==> src/rtl/ud_counter_lim_pkg.sv <==
// Shared definitions for the limited up/down counter: limit-handling mode
// constants, the per-cycle operation selector, and the full-adder cell the
// ripple add/subtract chain is built from.
package ud_counter_lim_pkg;

  localparam int MODE_WRAP = 0;
  localparam int MODE_SAT  = 1;

  // Which register update wins this cycle (Reset is handled asynchronously).
  typedef enum logic [1:0] {
    OP_HOLD,
    OP_CLEAR,
    OP_LOAD,
    OP_COUNT
  } op_e;

  // Single-bit full adder cell: returns {carry_out, sum}.
  function automatic logic [1:0] full_add(input logic a, input logic b, input logic ci);
    return {(a & b) | (a & ci) | (b & ci), a ^ b ^ ci};
  endfunction

endpackage

==> src/rtl/ud_counter_lim_addsub_rca.sv <==
// Width-bit ripple-carry adder/subtractor. Subtraction is A + ~B + 1.
// o_cb is the carry-out when adding and the borrow when subtracting, so in
// both directions a 1 means the true result left the 0..2^W-1 range.
module ud_counter_lim_addsub_rca
  import ud_counter_lim_pkg::*;
#(
  parameter int W = 8
) (
  input  logic [W-1:0] i_a,
  input  logic [W-1:0] i_b,
  input  logic         i_sub,
  output logic [W-1:0] o_result,
  output logic         o_cb
);

  // Ripple the carry through one full-adder cell per bit.
  always_comb begin
    logic       v_c;
    logic [1:0] v_fa;
    o_result = '0;
    v_c      = i_sub;
    for (int unsigned i = 0; i < W; i++) begin
      v_fa        = full_add(i_a[i], i_b[i] ^ i_sub, v_c);
      o_result[i] = v_fa[0];
      v_c         = v_fa[1];
    end
    // A subtract with no borrow produces carry-out 1, hence the inversion.
    o_cb = i_sub ? ~v_c : v_c;
  end

endmodule

==> src/rtl/ud_counter_lim.sv <==
// Parametrised up/down counter with programmable step, min/max limits,
// wrap or saturate behaviour at the limits, clamped parallel load,
// registered terminal flags and sticky overflow/underflow status.
// All outputs come straight from registers.
module ud_counter_lim
  import ud_counter_lim_pkg::*;
#(
  parameter int width      = 8,
  parameter int step_width = 4,
  parameter int val_preset = 0,
  parameter int sat_mode   = MODE_WRAP
) (
  input  logic                  Clock,
  input  logic                  Reset,
  input  logic                  CountEn,
  input  logic                  SClear,
  input  logic                  DownEn,
  input  logic                  Load,
  input  logic [width-1:0]      LoadVal,
  input  logic [step_width-1:0] Step,
  input  logic [width-1:0]      LimitMin,
  input  logic [width-1:0]      LimitMax,
  input  logic                  OvfClear,
  output logic [width-1:0]      Count,
  output logic                  AtMax,
  output logic                  AtMin,
  output logic                  TermPulse,
  output logic                  Ovf,
  output logic                  Unf
);

  localparam bit              SAT    = (sat_mode == MODE_SAT);
  localparam logic [width-1:0] PRESET = width'(val_preset);

  logic [width-1:0] r_count;
  logic             r_atmax;
  logic             r_atmin;
  logic             r_term;
  logic             r_ovf;
  logic             r_unf;

  logic [width-1:0] w_step_ext;
  logic [width-1:0] w_res;
  logic             w_cb;
  logic             w_limits_ok;
  logic             w_over;
  logic             w_under;
  logic [width-1:0] w_load_val;
  op_e              w_op;
  logic [width-1:0] w_next_count;
  logic             w_cross_up;
  logic             w_cross_dn;

  assign w_step_ext = width'(Step);

  ud_counter_lim_addsub_rca #(
    .W(width)
  ) u_addsub (
    .i_a     (r_count),
    .i_b     (w_step_ext),
    .i_sub   (DownEn),
    .o_result(w_res),
    .o_cb    (w_cb)
  );

  // Limit checks on the add/sub result; the carry/borrow flags a 2^width
  // wrap, which always counts as leaving the window.
  always_comb begin
    w_limits_ok = (LimitMin <= LimitMax);
    w_over      = w_cb | (w_res > LimitMax);
    w_under     = w_cb | (w_res < LimitMin);
  end

  // Load value: clamped into the window only when the window is valid.
  always_comb begin
    w_load_val = LoadVal;
    if (w_limits_ok) begin
      if (LoadVal < LimitMin) begin
        w_load_val = LimitMin;
      end else if (LoadVal > LimitMax) begin
        w_load_val = LimitMax;
      end
    end
  end

  // Select this cycle's operation by priority: SClear > Load > CountEn.
  // A zero step or an inverted window turns CountEn into a plain hold.
  always_comb begin
    w_op = OP_HOLD;
    if (SClear) begin
      w_op = OP_CLEAR;
    end else if (Load) begin
      w_op = OP_LOAD;
    end else if (CountEn && w_limits_ok && (Step != '0)) begin
      w_op = OP_COUNT;
    end
  end

  // Next count value and crossing detection.
  always_comb begin
    w_next_count = r_count;
    w_cross_up   = 1'b0;
    w_cross_dn   = 1'b0;
    unique case (w_op)
      OP_CLEAR: w_next_count = PRESET;
      OP_LOAD:  w_next_count = w_load_val;
      OP_COUNT: begin
        if (!DownEn) begin
          if (w_over) begin
            w_cross_up   = 1'b1;
            w_next_count = SAT ? LimitMax : LimitMin;
          end else begin
            w_next_count = w_res;
          end
        end else begin
          if (w_under) begin
            w_cross_dn   = 1'b1;
            w_next_count = SAT ? LimitMin : LimitMax;
          end else begin
            w_next_count = w_res;
          end
        end
      end
      default: w_next_count = r_count;
    endcase
  end

  // Count, equality flags, terminal pulse and sticky status registers.
  // Sticky flags: a new crossing in the same cycle as OvfClear wins.
  always_ff @(posedge Clock or posedge Reset) begin
    if (Reset) begin
      r_count <= PRESET;
      r_atmax <= 1'b0;
      r_atmin <= 1'b0;
      r_term  <= 1'b0;
      r_ovf   <= 1'b0;
      r_unf   <= 1'b0;
    end else begin
      r_count <= w_next_count;
      r_atmax <= (w_next_count == LimitMax);
      r_atmin <= (w_next_count == LimitMin);
      r_term  <= w_cross_up | w_cross_dn;
      r_ovf   <= w_cross_up | (r_ovf & ~OvfClear);
      r_unf   <= w_cross_dn | (r_unf & ~OvfClear);
    end
  end

  assign Count     = r_count;
  assign AtMax     = r_atmax;
  assign AtMin     = r_atmin;
  assign TermPulse = r_term;
  assign Ovf       = r_ovf;
  assign Unf       = r_unf;

endmodule

==> config.mk <==
export PLATFORM = sky130hd
export DESIGN_NAME = ud_counter_lim
export DESIGN_NICKNAME = d
export VERILOG_FILES = /design/src/rtl/ud_counter_lim_pkg.sv /design/src/rtl/ud_counter_lim_addsub_rca.sv /design/src/rtl/ud_counter_lim.sv
export SDC_FILE = /design/constraint.sdc
export NUM_CORES = 1
export LEC_CHECK = 0
export ABC_AREA = 1
export BUFFER_PORTS_ARGS = -buffer_cell sky130_fd_sc_hd__buf_2
export CORE_MARGIN = 4
export CORE_UTILIZATION = 52
export CTS_CLUSTER_SIZE = 40
export DETAILED_ROUTE_END_ITERATION = 8
export PLACE_DENSITY = 0.87
export SLEW_MARGIN = 20
export SYNTH_ARGS = -nofsm -noshare
export SYNTH_HDL_FRONTEND = slang
export SYNTH_SLANG_ARGS = --single-unit
==> constraint.sdc <==
create_clock -name Clock -period 4.73 [get_ports Clock]
set_clock_uncertainty 0.15 [all_clocks]
set_input_delay 0.473 -clock Clock [delete_from_list [all_inputs] [get_ports Clock]]
set_output_delay 0.473 -clock Clock [all_outputs]
set_load 0.01 [all_outputs]
==> results.txt <==
The flow ran to the end, but the final reports show violations. The final reports fail on setup timing. The most prevalent standard cell on the critical path was fa_2.

For the remaining global-route overflow, the log shows 0. STA classifies the critical path startpoint as a flip-flop. Critical path capture point type: a flip-flop.

For this design, the sink count on the clock tree is 13. The pin count of the biggest net entering global routing is 18. After Yosys synthesis, full adders, half adders and majority gates account for 22.3% of the synthesized area. Number of synthesized register bits: 13.

The pin slew with the least headroom to its limit is 0.570 ns. The synthesized netlist devotes 44.6% of its cell area to simple gates. The number of failing setup endpoints in the final timing report is 10.

The post-place instance area was 3300 um^2; the number of port buffers was 47. The first routing iteration left 286 violations. The cell with the most instances after synthesis is nand2_1. After synthesis, the largest family of logic cells by area is simple AND/OR/NAND/NOR gates. The post-synth design cell area is 2760 um^2, and the required arrival time at the worst endpoint is 4.72 ns.

The share of synthesized area occupied by flip-flops and latches came out at 11.8%. For the max-capacitance violation count, the log shows 0. In the synthesized netlist, the cells that appear most often are nand2_1, nand3_1, inv_1. The distinct cell type count of the synthesized netlist was 33; the fraction of final layout cells sized beyond drive strength 1 was 29.4%.

The remaining number of nets flagged by the antenna check after routing is 0, and the cell area after layout is 3540 um^2. The final count of hold timing violations came out at 0. The synthesized design devotes to its leading area cell type 17.9% of total area. The worst-case IR drop observed on VDD is 188 uV.

The initial antenna violation count is 0, and the post-synthesis average cell area is 6.24 um^2. Of all nets on the critical path, the largest fanout is 7. The number of buffers on the longest clock path was 2. Number of filler instances in the final layout: 469. Classification of the worst setup path: reg2reg. For this run, the leading register cell type out of synthesis is dfrtp_1. The number of levels in the clock H-tree was 1. For the clock insertion delay at the later pin of the skew report, the log shows 0.25 ns. The run gives 3 as the total CTS buffers. Broken down by cell family, the worst path's largest delay share belongs to adder cells. The slowest stage of the critical path is the fa_1 cell. TritonCTS built the clock tree. In this run the static leakage power is 2.09 nW.

Internal power: 0.000528 W. The mux cell area share after synthesis was 0%; the fraction of registers with async set or reset after synthesis was 100%. The run gives -0.299 ns as the worst-case setup margin in the final layout. Final hold slack: 0.118 ns. Post-DP HPWL: 7.03 mm.

The first global-routing pass estimated 14.2 mm of wire. Wires add up to 8.95 mm. Using the TritonRoute via totals, the vias-per-cell ratio works out to 5.57.

The floorplan has 26 rows. The worst path uses 106% of the clock period. For this run, the top clock speed supported by timing is 199 MHz. In this run, flip-flops and latches consume 12.7% of the power.

The count of boundary I/O pins is 48, and the worst max-slew margin expressed relative to the limit is 62.0%. In the final design database the tool counted 602 nets. The logs give 443 for the post-synthesis instance total and 5140 um^2 for the placeable core region.

The initial utilization of the core area, before any placement, comes to 53.7%. The number of enable flip-flop cells after synthesis came out at 0. The synthesized netlist devotes 7.34% of its cell area to compound gates. The root buffer cell is clkbuf_8. Yosys attributes the largest share of cell area to nand2_1, ha_1, nand3_1.

Once placement completed, the tool counted placed cells totaling 577. For this run, the detailed router's first-pass iteration total came to 6. The final-report max-slew violation count came out at 0. The die extent in y came out at 80.9 um. The floorplan step set the die width to 80.9 um. Counting both buffers and inverters, the worst setup path holds a total of 7.

In this run switching power makes up 49.2% of total power. The post-synthesis cell type with the largest combined area was nand2_1. Per report_power, the clock group accounts for 10.1% of the total. Clock transition at the register clock pins on the worst setup and hold paths after CTS: 0.06 ns. The tightest min-delay check is of the in2async type. Of the total power, combinational logic draws 77.1%. Summing over every cut layer, the via total after detailed routing is 3292. Total nets after synthesis: 523. From synthesis to final layout, the design area changed by 28.2%. The logs give 0 for the yosys synthesis warning count and 591 for the post-route non-filler standard cell count. The delay of the slowest critical-path stage came out at 0.52 ns. The power spent charging and discharging nets is 0.000511 W, and the overall die area is 6540 um^2. Buffers inserted to repair hold after CTS numbered 0. The areal power density over the cells works out to 293 nW/um^2. The congestion estimate from routability-driven global placement came to 0.958. For the worst setup path, the data arrival time is 5.01 ns. For this run, design rule violations remaining after detail routing come to 0. Setup repair after global routing could not meet its margin everywhere. Global routing used 27.9% of the available tracks across all layers. The post-synthesis xor/xnor area fraction is 1.95%.

The number of antenna diodes in the final layout is 0. The run gives 3057 as the number of global-route vias before repair. The worst path needs 5.03 ns of the cycle, external delays included. Dividing the detail-routed wire length by the instance count gives 15.1 um.
==> cells by family after synthesis <==
logic type	Yosys count
AND/OR/NAND/NOR	261
adder cells (fa/ha/maj)	45
AO/OA/AOI/OAI	36
XOR/XNOR	4
flip-flops	13
buffers and inverters	84
==> timing repair <==
action / CTS / global route
cloned: 1 / 0
resized for setup: 12 / 22
pin swaps: 3 / 5
setup endpoints to repair: 10 / 10
buffers inserted: 6 / 4
==> final timing paths <==
kind                                    start              end  slack (ns)  depth (start not counted)
setup reg to reg           Count[0]$_DFF_PP0_  AtMin$_DFF_PP0_       -0.30                         31
min in group Clock                   OvfClear    Unf$_DFF_PP0_        0.29                          2
setup / recovery           Count[0]$_DFF_PP0_  AtMin$_DFF_PP0_       -0.30                         31
hold / removal                          Reset    Unf$_DFF_PP0_        0.12                          2
max in group asynchronous               Reset    Ovf$_DFF_PP0_        3.94                          2
hold reg to reg                 Unf$_DFF_PP0_    Unf$_DFF_PP0_        0.40                          2
==> layout make-up <==
class / instances / area, um^2 / share of cell area (%)
Multi-Input combinational cell: 347 / 2270 / 64.2
Timing Repair Buffer: 79 / 517 / 14.6
Sequential cell: 13 / 325 / 9.19
Inverter: 78 / 293 / 8.27
Tap cell: 70 / 87.6 / 2.47
Clock buffer: 4 / 45.0 / 1.27
==> power groups by stage <==
stage	clock network, W	registers (W)	logic (W)
3_5_place_dp	0	0.000134	0.000665
6_report	0.000105	0.000132	0.000801
2_1_floorplan	0	0.000140	0.000449
4_1_cts	0.000109	0.000133	0.000721
5_1_grt	0.000114	0.000134	0.000886
3_3_place_gp	0	0.000133	0.000641
==> registers in the layout, summed over array words and instances, names as in the netlist <==
signal / cells
Unf: 1
Ovf: 1
Count: 8
TermPulse: 1
AtMax: 1
AtMin: 1
==> per-layer routing <==
metal	part of all wire, %	GRT usage, %	vias to the layer above
met5	0	0	-
met4	4.0	13.2	0
met3	8.3	4.77	32
met2	48	46.6	180
met1	40	34.9	1491
li1	-	-	1589
==> cells in the final DEF (no fill, tap or decap), types with 2 or more instances in the layout <==
cell type	synthesis	routed
a21oi_1	15	15
buf_2	3	46
buf_4	2	25
buf_6	1	7
clkbuf_8	0	3
clkinv_1	2	2
dfrtp_1	13	13
fa_2	0	6
ha_1	38	36
ha_4	0	2
inv_1	75	69
inv_2	1	7
nand2_1	132	117
nand2_2	11	24
nand2_4	4	6
nand3_1	82	77
nand3_2	7	12
nand4_2	2	2
nor2_1	15	13
nor2_4	2	3
o21a_1	3	3
o21ai_0	12	11
o21bai_1	2	2
or2_2	2	2
xor2_1	2	2
==> per-stage QoR <==
| step | setup TNS (ns) | util, % | total power [W] | setup WS, ns |
|---|---|---|---|---|
| 3_5_place_dp | -3.62 | 64.3 | 0.000800 | -0.559 |
| 6_report | -0.999 | 68.9 | 0.00104 | -0.299 |
| 2_1_floorplan | -0.397 | - | 0.000589 | -0.189 |
| 4_1_cts | -0.489 | 66.9 | 0.000962 | -0.219 |
| 5_1_grt | -3.19 | 68.9 | 0.00113 | -0.523 |
| 3_3_place_gp | -2.01 | 64.3 | 0.000774 | -0.413 |
No activity file was read; power rests on OpenSTA's default activity.
